[src/rtl/bit_stream_serializer.sv]
// Parallel-to-serial feeder for the serial sequence recognizer: frames each word with recognizer reset,
// shifts it out one bit per clock and returns the sampled F. Optional bit counters: SERIALIZER_BITCOUNT_EN.
module bit_stream_serializer #(
  parameter int WIDTH      = 8,
  parameter int LSB_FIRST  = 0,
  parameter int GAP_CYCLES = 1
) (
  input  logic             clk,
  input  logic             rst,
  input  logic [WIDTH-1:0] in_data,
  input  logic             in_valid,
  output logic             in_ready,
  output logic             ser_x,
  output logic             bit_valid,
  output logic             last_bit,
  output logic             frame_rst,
  input  logic             f_in,
  output logic             result,
  output logic             result_vld
`ifdef SERIALIZER_BITCOUNT_EN
  ,
  output logic [$clog2(WIDTH+1)-1:0] ones_cnt,
  output logic [$clog2(WIDTH+1)-1:0] zeros_cnt
`endif
);

  localparam int BW = $clog2(WIDTH);
  localparam int GW = (GAP_CYCLES > 1) ? $clog2(GAP_CYCLES) : 1;

  typedef enum logic [1:0] {IDLE, CLEAR, SHIFT, DONE} state_e;

  state_e           state_q;
  logic [WIDTH-1:0] sreg_q;
  logic [BW-1:0]    bcnt_q;
  logic [GW-1:0]    gcnt_q;
  logic             in_ready_q, ser_x_q, bit_valid_q, last_bit_q, frame_rst_q;
  logic             result_q, result_vld_q;

  logic             accept;
  logic             next_bit_d;
  logic [WIDTH-1:0] sreg_d;

  // in_ready_q is only high in IDLE/DONE, so accept implies one of those states
  assign accept     = in_valid & in_ready_q;
  assign next_bit_d = (LSB_FIRST != 0) ? sreg_q[0] : sreg_q[WIDTH-1];
  assign sreg_d     = (LSB_FIRST != 0) ? (sreg_q >> 1) : (sreg_q << 1);

  always_ff @(posedge clk) begin
    if (rst) begin
      state_q      <= IDLE;
      sreg_q       <= '0;
      bcnt_q       <= '0;
      gcnt_q       <= '0;
      in_ready_q   <= 1'b1;
      ser_x_q      <= 1'b0;
      bit_valid_q  <= 1'b0;
      last_bit_q   <= 1'b0;
      frame_rst_q  <= 1'b1;
      result_q     <= 1'b0;
      result_vld_q <= 1'b0;
    end else begin
      result_vld_q <= 1'b0;
      case (state_q)
        IDLE: begin
          if (accept) begin
            state_q     <= CLEAR;
            sreg_q      <= in_data;
            gcnt_q      <= GW'(GAP_CYCLES - 1);
            in_ready_q  <= 1'b0;
            frame_rst_q <= 1'b1;
          end
        end
        CLEAR: begin
          if (gcnt_q == '0) begin
            state_q     <= SHIFT;
            frame_rst_q <= 1'b0;
            bit_valid_q <= 1'b1;
            last_bit_q  <= 1'b0;
            ser_x_q     <= next_bit_d;
            sreg_q      <= sreg_d;
            bcnt_q      <= BW'(WIDTH - 1);
          end else begin
            gcnt_q <= gcnt_q - 1'b1;
          end
        end
        SHIFT: begin
          // bcnt_q counts bits still to come after the one now on ser_x
          if (bcnt_q == '0) begin
            state_q     <= DONE;
            bit_valid_q <= 1'b0;
            last_bit_q  <= 1'b0;
            ser_x_q     <= 1'b0;
            in_ready_q  <= 1'b1;
          end else begin
            ser_x_q    <= next_bit_d;
            sreg_q     <= sreg_d;
            bcnt_q     <= bcnt_q - 1'b1;
            last_bit_q <= (bcnt_q == BW'(1));
          end
        end
        DONE: begin
          result_q     <= f_in;
          result_vld_q <= 1'b1;
          if (accept) begin
            state_q     <= CLEAR;
            sreg_q      <= in_data;
            gcnt_q      <= GW'(GAP_CYCLES - 1);
            in_ready_q  <= 1'b0;
            frame_rst_q <= 1'b1;
          end else begin
            state_q     <= IDLE;
            frame_rst_q <= 1'b1;
          end
        end
        default: state_q <= IDLE;
      endcase
    end
  end

`ifdef SERIALIZER_BITCOUNT_EN
  localparam int CW = $clog2(WIDTH + 1);

  logic [CW-1:0] ones_q, zeros_q;
  logic          shift_en;

  // every edge that puts a new word bit on ser_x
  assign shift_en = ((state_q == CLEAR) && (gcnt_q == '0)) ||
                    ((state_q == SHIFT) && (bcnt_q != '0));

  always_ff @(posedge clk) begin
    if (rst) begin
      ones_q  <= '0;
      zeros_q <= '0;
    end else if (accept) begin
      ones_q  <= '0;
      zeros_q <= '0;
    end else if (shift_en) begin
      if (next_bit_d) ones_q  <= ones_q + 1'b1;
      else            zeros_q <= zeros_q + 1'b1;
    end
  end

  assign ones_cnt  = ones_q;
  assign zeros_cnt = zeros_q;
`endif

  assign in_ready   = in_ready_q;
  assign ser_x      = ser_x_q;
  assign bit_valid  = bit_valid_q;
  assign last_bit   = last_bit_q;
  assign frame_rst  = frame_rst_q;
  assign result     = result_q;
  assign result_vld = result_vld_q;

endmodule

[config.mk]
export PLATFORM = sky130hd
export DESIGN_NAME = bit_stream_serializer
export DESIGN_NICKNAME = d
export VERILOG_FILES = /design/src/rtl/bit_stream_serializer.sv
export SDC_FILE = /design/constraint.sdc
export NUM_CORES = 1
export LEC_CHECK = 0
export BUFFER_PORTS_ARGS = -buffer_cell sky130_fd_sc_hd__buf_4
export CORE_UTILIZATION = 34
export CTS_CLUSTER_DIAMETER = 120
export DETAILED_ROUTE_END_ITERATION = 8
export PLACE_DENSITY_LB_ADDON = 0.12
export SYNTH_ARGS = -nofsm -noshare
export SYNTH_HDL_FRONTEND = slang
export SYNTH_SLANG_ARGS = --single-unit
export TNS_END_PERCENT = 100
[constraint.sdc]
create_clock -name clk -period 4.7 [get_ports clk]
set_input_delay 0 -clock clk [delete_from_list [all_inputs] [get_ports clk]]
set_output_delay 0 -clock clk [all_outputs]
set_load 0.01 [all_outputs]
### Word-level counts from Yosys, hierarchy flattened

Index checks and enable logic that the tools add are counted.

* memory bits (read-only): 0
* memories: 0
* bits of input ports: 12
* output and inout port bits: 7
* memory bits (writable): 0
* register bits after elaboration: 21
* bits in latches: 0

* add/sub/neg operators: 2
* reductions and logical operators: 15
* bitwise logic cells: 1
* magnitude comparators: 0
* shifts and indexed selects: 0
* equal/unequal tests: 9
* $mul: 0
* div/mod/pow operators: 0
* mux-type cells: 29

Operator list (count)
* $mux W8: 3
* $pmux W8 S3: 1
* $reduce_and A3 Y1: 6
* $mux W1: 12
* $pmux W1 S2: 5
* $ne A2 B2 Y1 const B: 4
* $pmux W2 S4: 1
* $mux W2: 3
* $mux W3: 2
* $pmux W3 S2: 1
* $reduce_bool A2 Y1: 3
* $eq A2 B2 Y1 const B: 2
* $reduce_and A2 Y1: 2
* $eq A3 B1 Y1 const B: 1
* $logic_not A3 Y1: 1
* $pmux W1 S3: 1
* $reduce_bool A3 Y1: 1
* $sub A3 B1 Y3 const B: 1
* $eq A2 B1 Y1 const B: 1
* $logic_not A2 Y1: 1
* $ne A2 B1 Y1 const B: 1
* $reduce_or A2 Y1: 1
* $and A1 B1 Y1: 1
* $sub A1 B1 Y1 const B: 1

### Longest topological paths before layout

Gate-level depths: netlist of the first run.

* depth in word-level cells: 4
* gate-level depth with buffers: 8
* mapped depth without buffers: 6

### Least setup slack after synthesis of the first run

Ideal clock, no wire load.

* kind: register to register
* start point: register state_q[1]
* end point: register sreg_q[4]
* clock period less this slack: 1560 ps
* slack: 3140 ps
* path buffers: 2
* stages on the path, launching flop included: 9
* setup time: 79 ps
* required time: 4621 ps
* data arrival time: 1481 ps
* cells stage by stage: dfxtp_1 > inv_1 > ha_1 > buf_2 > a21oi_2 > a21oi_4 > buf_6 > nor2_1 > a211oi_2

* cells in the longest elaborated chain, start to end: 4

Ends and longest elaborated chain
* from (decl): line 32 `state_e state_q;`
* from (signal assigned): line 50 `state_q <= IDLE;`
* from (signal assigned): line 66 `state_q <= CLEAR;`
* from (signal assigned): line 75 `state_q <= SHIFT;`
* $eq A2 B2 Y1 / $logic_not A2 Y1 (equally long branches): line 63 `case (state_q)`
* $reduce_or A2 Y1 (no line)
* $ne A2 B1 Y1 (no line)
* $reduce_and A3 Y1 (no line)
* to (signal assigned): line 67 `sreg_q <= in_data;`
* to (signal assigned): line 80 `sreg_q <= sreg_d;`
* to (signal assigned): line 96 `sreg_q <= sreg_d;`
* to (decl): line 33 `logic [WIDTH-1:0] sreg_q;`

Parallel ways exist; a longest one is shown, timed or not.
A chain may end at the register's enable or synchronous reset.

### Worst setup path after layout of the first run

* start point: register state_q[1]
* end point: register sreg_q[1]

The elaborated chain is that of the path after synthesis.

==> results of run 1 <==
==> final cells by class <==
cell class / count / area (um2) / share of cell area [%]
clock buffer: 4 / 36.3 / 2.96
inverter: 7 / 26.3 / 2.14
multi-input combinational: 71 / 571 / 46.5
sequential: 20 / 400 / 32.6
tap: 31 / 38.8 / 3.16
timing repair buffer: 20 / 155 / 12.6
==> flip-flops by register name (all words and copies together) (netlist names) <==
signal / flops
ser_x: 1
frame_rst: 1
last_bit: 1
bcnt_q: 3
sreg_q: 8
result_vld: 1
result: 1
state_q: 2
bit_valid: 1
in_ready: 1
==> critical path: stages, from the launching register on <==
cell	delay, ps
dfxtp_1	470
inv_1	100
ha_1	670
a21oi_2	90
a21oi_4	370
nor2_1	80
a211oi_1	210
==> layer usage <==
layer | vias up | routed length, um
li1 | 400 | -
met1 | 353 | 942
met2 | 9 | 818
met3 | 2 | 64
met4 | 0 | 17
met5 | - | 0
==> cells by family (layout without fill, tap and decap cells) <==
logic type	after synthesis	count (layout)	synth area share, %
adder cells (fa/ha/maj)	9	9	10.9
multiplexers	12	12	11.7
buffers and inverters	12	31	5.60
flip-flops	20	20	38.9
AO/OA/AOI/OAI	26	26	20.8
AND/OR/NAND/NOR	24	24	12.0
==> through the flow <==
stage / instances / power, W / hold slack, ps
after CTS: 153 / 0.000715 / 22.1
final: 153 / 0.000705 / 33.2
after detailed placement: 147 / 0.000610 / 252
after floorplan: 103 / 0.000546 / 147
after global routing: 153 / 0.000767 / 32.1
after global placement: 147 / 0.000600 / 243
==> timing repair <==
item,CTS,global route
endpoints found under the hold margin,2,0
hold buffers,2,0
gates resized for setup,0,0
==> final timing paths <==
kind                                              start  depth (start not counted)                     end  slack (ps)
worst max register to register  state_q[1]$_SDFFE_PP0P_                          6  sreg_q[1]$_SDFFE_PP0P_        2640
worst min register to register   sreg_q[0]$_SDFFE_PP0P_                          2  sreg_q[0]$_SDFFE_PP0P_         480
worst min-delay path                                rst                          2   result_vld$_SDFF_PP0_          30
worst max-delay path            state_q[1]$_SDFFE_PP0P_                          6  sreg_q[1]$_SDFFE_PP0P_        2640
==> cell usage in the layout (no fill, tap or decap) <==
cell type and instances:
mux2i_1 12, a21boi_2 1, o22ai_1 1, nand2_1 2
a41o_1 1, o21ba_2 1, nor2b_1 1, buf_4 18
dlygate4sd3_1 2, a221o_1 1, and4bb_2 1, ha_1 9
o21ai_0 4, a221oi_1 1, clkbuf_4 3, a21oi_4 1
a211oi_1 5, a21oi_1 3, nand3_1 1, nor2_1 14
a211oi_2 2, o311ai_0 1, dfxtp_1 20, nand3b_1 1
nor2b_4 1, nand2b_1 3, inv_1 7, a311oi_1 2
a21oi_2 2, clkbuf_8 1
==> power groups by stage <==
stage | Clock [W] | Combinational, W | Sequential, W
2_1_floorplan | 0 | 0.000280 | 0.000266
6_report | 0.000102 | 0.000339 | 0.000264
3_3_place_gp | 0 | 0.000334 | 0.000267
3_5_place_dp | 0 | 0.000341 | 0.000269
5_1_grt | 0.000115 | 0.000378 | 0.000274
4_1_cts | 0.000106 | 0.000344 | 0.000265
==> flow_summary.toml, run 1 <==
[synthesis]
syn_avg_cell_area_um2 = 9.99
synth_top_cells_by_area = "dfxtp_1, mux2i_1, ha_1"
synth_most_common_cell = "dfxtp_1"
synth_ff_type = "dfxtp_1"
ys_warn_count = 0
synth.top_cells.by_count = "dfxtp_1, nor2_1, mux2i_1"
ys_seq_area_share_pct = 38.9
syn_area_um2 = 1030
synth_top_cell_by_area = "dfxtp_1"
synth_top_area_share_pct = 38.9
syn-num-nets = 124
synth-edff-count = 0
syn_inst = 103
ys_ff_latch = 20
synth_cell_types = 30
synthArstFlopShare_pct = 0

[power_and_ir_drop]
vdd_drop_max_uv = 209
p_comb_share_pct = 48.0
power_frac_clock_pct = 14.5
p_switching_w = 0.000275
p_seq_share_pct = 37.5
netSwitchingFraction_pct = 39.0
p_int_w = 0.000430
p_per_area_nw_per_um2 = 575
power.leakage_nw = 0.521

[sta]
drv_slew = 0
layout_setup_ws_ps = 2640
min_period_ps = 2060
rsz0062_at_grt = "no"
timing.fmax_mhz = 485
worst_slew_pin_slew_ps = 584
setup_viol = 0
finalHoldViolCount = 0
finalClockSkew_ps = 8.85
fin_tns_setup_ps = 0
min_period_over_period_pct = 43.9
slew_headroom_pct = 61.1

[floorplan]
initial_core_util_pct = 36.7
core_area_um2 = 2810
rows = 19
die_x_um = 57
dieArea_um2 = 3250
ios = 19
die-height_um = 57

[route]
routedWlPerCell_um = 12.0
drc = 0
drt_iter0_markers = 14
route.vias.total = 764
vias_per_cell = 4.99
postRouteAntennaNets = 0
wl_mm = 1.84
first_pass_iters = 4

[global_route]
use_met1_pct = 15.3
grt_util_met2_pct = 22.4
grt_pass1_vias = 757
grt_use_met3_pct = 2.49
track_usage_pct = 12.6
grt_max_degree = 21
overflow = 0
busiest_layer = "met2"
grt_pass1_wl_mm = 3.26
antenna_found_initial = 0

[clocking]
cts_made_buffers = 3
cts_setup_buffers = 0
clock_path_buffers = 2
ctsRootBufferMaster = "clkbuf_4"
cts_num_sinks = 20
htree_levels = 1
cts_tree = "built"
clkLatencyLatePin_ps = 300
clk_pin_slew_worst_paths_ps = 120

[layout]
syn_to_final_growth_pct = 19.3
diodes = 0
final_area_um2 = 1230
final.fill_count = 273
final_nets = 144
fin_util_pct = 43.8
layout-drive-gt1-share_pct = 25.4

[critical_path]
cp.required_ps = 4930
critPathLaunchType = "flop"
end_kind = "flop"
cp_max_fo = 16
cp.arrival_ps = 2290
critPathKind = "flop to flop"

[status]
outcome = "finished clean"

[placement]
pre_cts_slack_ps = 2640
placement.io_buffers = 18
gp_congestion = 0.721
place_area_um2 = 1170

[job]
max_cap_viol_count = 0

[hold_path]
worstHoldPathType = "primary input to flop"
Note: power is estimated with default switching activity, not from simulation.
==> run 2: changes to the inputs <==
- ABC_AREA: unset -> 1
- clock period: 4.7 -> 1.9 ns (I/O delays scaled with it)
==> run 2 against run 1 <==
Maximum frequency grew 33%. Combinational power grew to 4.0 times the previous value. Final area grew 4.1%. Count of clock-buffer cells in the layout shrank 1. Setup slack lost 2300 ps. Non-clock buffer count grew 1. Largest power group unchanged.
==> flow_summary.toml, run 2 <==
[synthesis]
syn-num-nets = 168
synth_top_area_share_pct = 38.7
synthArstFlopShare_pct = 0
synth.top_cells.by_count = "nand2_1, nor2_1, dfxtp_1"
syn_inst = 147
synth-edff-count = 0
synth_ff_type = "dfxtp_1"
syn_avg_cell_area_um2 = 7.03
syn_area_um2 = 1030
ys_seq_area_share_pct = 38.7
synth_top_cells_by_area = "dfxtp_1, nand2_1, ha_1"
synth_cell_types = 18
ys_warn_count = 0
ys_ff_latch = 20
synth_top_cell_by_area = "dfxtp_1"
synth_most_common_cell = "nand2_1"

[critical_path]
end_kind = "flop"
critPathKind = "flop to flop"
cp.arrival_ps = 1770
critPathLaunchType = "flop"
cp_max_fo = 9
cp.required_ps = 2120

[placement]
placement.io_buffers = 18
gp_congestion = 0.848
hpwl_mm = 1.56

[sta]
finalHoldViolCount = 0
timing.fmax_mhz = 645
drv_slew = 0
rsz0062_at_grt = "no"
setup_viol = 0
fin_tns_setup_ps = 0
finalClockSkew_ps = 2.20
slew_headroom_pct = 83.6
worst_slew_pin_slew_ps = 246
min_period_over_period_pct = 81.6
min_period_ps = 1550

[clocking]
htree_levels = 1
clk_pin_slew_worst_paths_ps = 120
cts_num_sinks = 20
clock_path_buffers = 2
ctsRootBufferMaster = "clkbuf_4"
cts_made_buffers = 3
clkLatencyLatePin_ps = 310
cts_tree = "built"
cts_setup_buffers = 0

[route]
routedWlPerCell_um = 10.3
drt_iter0_markers = 32
first_pass_iters = 4
vias_per_cell = 4.64
route.vias.total = 932
wl_mm = 2.06
drc = 0
postRouteAntennaNets = 0

[power_and_ir_drop]
power_w = 0.00246
power_frac_clock_pct = 14.3
p_int_w = 0.00136
vdd_drop_max_uv = 783
p_switching_w = 0.00110
power.leakage_nw = 0.635
p_seq_share_pct = 30.5
netSwitchingFraction_pct = 44.9
p_comb_share_pct = 55.2
p_per_area_nw_per_um2 = 1930

[layout]
layout-drive-gt1-share_pct = 20.0
syn_to_final_growth_pct = 23.6
final_cell_mix = "nand2_1, nor2_1, dfxtp_1"
final_nets = 192
fin_util_pct = 45.2
final_common_cell = "nand2_1"
largestRegisters = "sreg_q x8, bcnt_q x3, state_q x2"
top_register = "sreg_q"
diodes = 0
largest_reg_flops = 8

[floorplan]
die-height_um = 57.1
dieArea_um2 = 3260
initial_core_util_pct = 36.5
rows = 19
ios = 19
core_area_um2 = 2830
die_x_um = 57.1

[status]
outcome = "finished clean"

[global_route]
grt_max_degree = 17
use_met1_pct = 18.9
busiest_layer = "met2"
grt_pass1_wl_mm = 3.58
antenna_found_initial = 0
grt_pass1_vias = 846
grt_util_met2_pct = 22.0
overflow = 0
track_usage_pct = 14.1
grt_use_met3_pct = 2.04

[hold_path]
worstHoldPathType = "primary input to flop"

[job]
max_cap_viol_count = 0
-- run 2: final timing paths --
| kind | slack, ps | to | startpoint | cells past startpoint |
|---|---|---|---|---|
| max | 350 | sreg_q[1]$_SDFFE_PP0P_ | state_q[0]$_SDFFE_PP0P_ | 8 |
| min | 20 | sreg_q[2]$_SDFFE_PP0P_ | in_data[2] | 5 |
| max reg2reg | 350 | sreg_q[1]$_SDFFE_PP0P_ | state_q[0]$_SDFFE_PP0P_ | 8 |
| min reg2reg | 470 | bit_valid$_SDFFE_PP0P_ | bit_valid$_SDFFE_PP0P_ | 2 |
-- run 2: layout make-up --
type / count / area (um2)
Fill cell: 302 / 1550
Multi-Input combinational cell: 110 / 564
Sequential cell: 20 / 400
Timing Repair Buffer: 21 / 163
Inverter: 15 / 58.8
Tap cell: 31 / 38.8
Clock inverter: 1 / 30.0
Clock buffer: 3 / 22.5
-- run 2: logic make-up (layout without fill, tap and decap cells) --
family / count (synthesis) / in the layout / synth area share [%]
AND/OR/NAND/NOR: 76 / 76 / 30.9
AO/OA/AOI/OAI: 25 / 25 / 12.8
adder cells (fa/ha/maj): 9 / 9 / 10.9
buffers and inverters: 17 / 40 / 6.66
flip-flops: 20 / 20 / 38.7
-- run 2: metal layers --
metal / wire length (um) / up-vias
met1: 1050 / 399
met4: 46 / 0
met2: 902 / 16
met3: 66 / 5
met5: 0 / -
li1: - / 512
-- run 2: critical path, stage by stage (launching register included) --
cell     delay [ps]
dfxtp_1         450
inv_1           110
ha_1            330
inv_2           140
nand2_2          90
nand2_4         130
inv_4            70
nor2_1           90
nor2_1           50
-- run 2: timing repair --
action | in CTS | in global routing
resized for setup | 0 | 0
hold buffers | 2 | 0
endpoints found under the hold margin | 5 | 0
-- run 2: through the flow --
step	cell area (um2)	worst slack (ps)	cells	hold slack, ps
3_3_place_gp	1200	408	195	214
2_1_floorplan	1030	465	147	69.1
6_report	1280	350	201	21.0
3_5_place_dp	1200	343	195	216
4_1_cts	1280	336	201	12.3
5_1_grt	1280	198	201	41.2
-- run 2: power by group through the flow --
stage | Sequential, W | Combinational [W] | Clock, W
2_1_floorplan | 0.000759 | 0.00103 | 0
3_5_place_dp | 0.000764 | 0.00136 | 0
5_1_grt | 0.000776 | 0.00157 | 0.000375
3_3_place_gp | 0.000755 | 0.00136 | 0
6_report | 0.000751 | 0.00136 | 0.000353
4_1_cts | 0.000755 | 0.00137 | 0.000366
==> run 3: changes to the inputs <==
- clock period: 1.9 -> 1.6 ns (I/O delays scaled with it)
==> run 3 against run 2 <==
Sequential cell count unchanged. Die area stayed put. Combinational power is 23% higher. Critical endpoint is now sreg_q[0]$_SDFFE_PP0P_. Sequential share of layout area is 0.30 points lower. Critical path depth unchanged. Clock skew is 7.1 ps higher. Utilization rose by 0.57 points. Non-clock buffer count up 2.
==> flow_summary.toml, run 3 (same netlist as run 2, synthesis figures left out) <==
[status]
outcome = "finished clean"

[critical_path]
reg2reg_slack_ps = 160
critPathKind = "flop to flop"
rr_endpoint = "sreg_q[0]$_SDFFE_PP0P_"
cp.required_ps = 1810
startpoint = "state_q[1]$_SDFFE_PP0P_"
end_kind = "flop"
cp_max_fo = 9
r2r_cells = 8
critPathLaunchType = "flop"
rr_startpoint = "state_q[1]$_SDFFE_PP0P_"
cp.arrival_ps = 1650

[hold_path]
hold_depth = 5
worstHoldPathType = "primary input to flop"
timing.hold.worst.start = "in_data[4]"
hold_path_end = "sreg_q[4]$_SDFFE_PP0P_"

[layout]
final.fill_count = 290
final_common_cell = "nand2_1"
fin_util_pct = 45.7
largestRegisters = "sreg_q x8, bcnt_q x3, state_q x2"
diodes = 0
final_cell_mix = "nand2_1, nor2_1, buf_4"
syn_to_final_growth_pct = 25.2
largest_reg_flops = 8
layout-drive-gt1-share_pct = 21.5
final_nets = 194
top_register = "sreg_q"

[sta]
setup_viol = 0
finalClockSkew_ps = 9.27
timing.hold.ws_ps = 16.0
slew_headroom_pct = 82.9
fin_tns_setup_ps = 0
layout_setup_ws_ps = 158
min_period_over_period_pct = 90.1
rsz0062_at_grt = "no"
min_period_ps = 1440
drv_slew = 0
finalHoldViolCount = 0
worst_slew_pin_slew_ps = 257
timing.fmax_mhz = 694

[global_route]
grt_pass1_wl_mm = 3.62
track_usage_pct = 14.3
grt_max_degree = 17
overflow = 0
grt_pass1_vias = 878
antenna_found_initial = 0

[job]
max_cap_viol_count = 0

[route]
met3_length_um = 82
drt_iter0_markers = 26
drc = 0
wl_met1_mm = 1.01
route.met2.wl_um = 903
highest_layer = "met4"
routedWlPerCell_um = 9.93
route.vias.total = 933
first_pass_iters = 4
wl_mm = 2.02
vias_per_cell = 4.60
postRouteAntennaNets = 0

[power_and_ir_drop]
p_comb_share_pct = 56.4
p_int_w = 0.00165
power_w = 0.00296
power_frac_clock_pct = 14.0
p_seq_share_pct = 29.6
netSwitchingFraction_pct = 44.3
vdd_drop_max_uv = 1170
power.leakage_nw = 0.646
p_switching_w = 0.00131
p_per_area_nw_per_um2 = 2290

[clocking]
clkLatencyLatePin_ps = 300
htree_levels = 1
ctsRootBufferMaster = "clkbuf_4"
clk_pin_slew_worst_paths_ps = 120
cts_made_buffers = 3
cts_setup_buffers = 0
cts_num_sinks = 20
cts_tree = "built"
clock_path_buffers = 2

[placement]
hpwl_mm = 1.54
pre_cts_slack_ps = 96.4
placement.io_buffers = 18
gp_congestion = 0.861

[floorplan]
rows = 19
die-height_um = 57.1
die_x_um = 57.1
ios = 19
initial_core_util_pct = 36.5
core_area_um2 = 2830
dieArea_um2 = 3260
==> run 3: layout make-up <==
| type | instances | area (um2) | share of cell area [%] |
|---|---|---|---|
| clock buffer | 3 | 22.5 | 1.74 |
| clock inverter | 1 | 30.0 | 2.32 |
| inverter | 15 | 58.8 | 4.55 |
| multi-input combinational | 110 | 564 | 43.6 |
| sequential | 20 | 402 | 31.0 |
| tap | 31 | 38.8 | 3.00 |
| timing repair buffer | 23 | 178 | 13.7 |
==> run 3: routing by layer <==
| metal | vias up | track usage (%) |
|---|---|---|
| met3 | 2 | 4.08 |
| li1 | 516 | - |
| met2 | 16 | 23.0 |
| met1 | 399 | 18.8 |
| met4 | 0 | 4.18 |
| met5 | - | 0 |
==> run 3: critical path, cell delays in order (launching register included) <==
cell and delay, ps:
dfxtp_2 380, inv_1 80, ha_1 310, inv_2 150
nand2_2 90, nand2_4 130, inv_4 70, nor2_1 80
nor2_1 50
==> run 3: what timing repair did <==
action	in CTS	in global routing
hold buffers	2	0
hold endpoints to repair	5	0
endpoints found under the setup margin	0	7
resized for setup	0	1
==> run 3: how the worst max path moves through the flow <==
stage	endpoint	cells after the start
finish	sreg_q[0]$_SDFFE_PP0P_	8
floorplan	sreg_q[0]$_SDFFE_PP0P_	8
detailed placement	sreg_q[0]$_SDFFE_PP0P_	8
CTS	sreg_q[0]$_SDFFE_PP0P_	8
global route	sreg_q[1]$_SDFFE_PP0P_	8
global placement	sreg_q[0]$_SDFFE_PP0P_	8
==> run 3: per-stage QoR <==
stage	area, um2	cells
finish	1290	203
global route	1290	203
CTS	1290	203
detailed placement	1220	197
global placement	1220	197
floorplan	1030	147
==> run 3: power by group through the flow <==
stage / clock network (W) / logic [W] / registers (W)
6_report: 0.000414 / 0.00167 / 0.000875
3_3_place_gp: 0 / 0.00167 / 0.000880
3_5_place_dp: 0 / 0.00168 / 0.000885
4_1_cts: 0.000435 / 0.00169 / 0.000875
2_1_floorplan: 0 / 0.00123 / 0.000902
5_1_grt: 0.000449 / 0.00193 / 0.000907
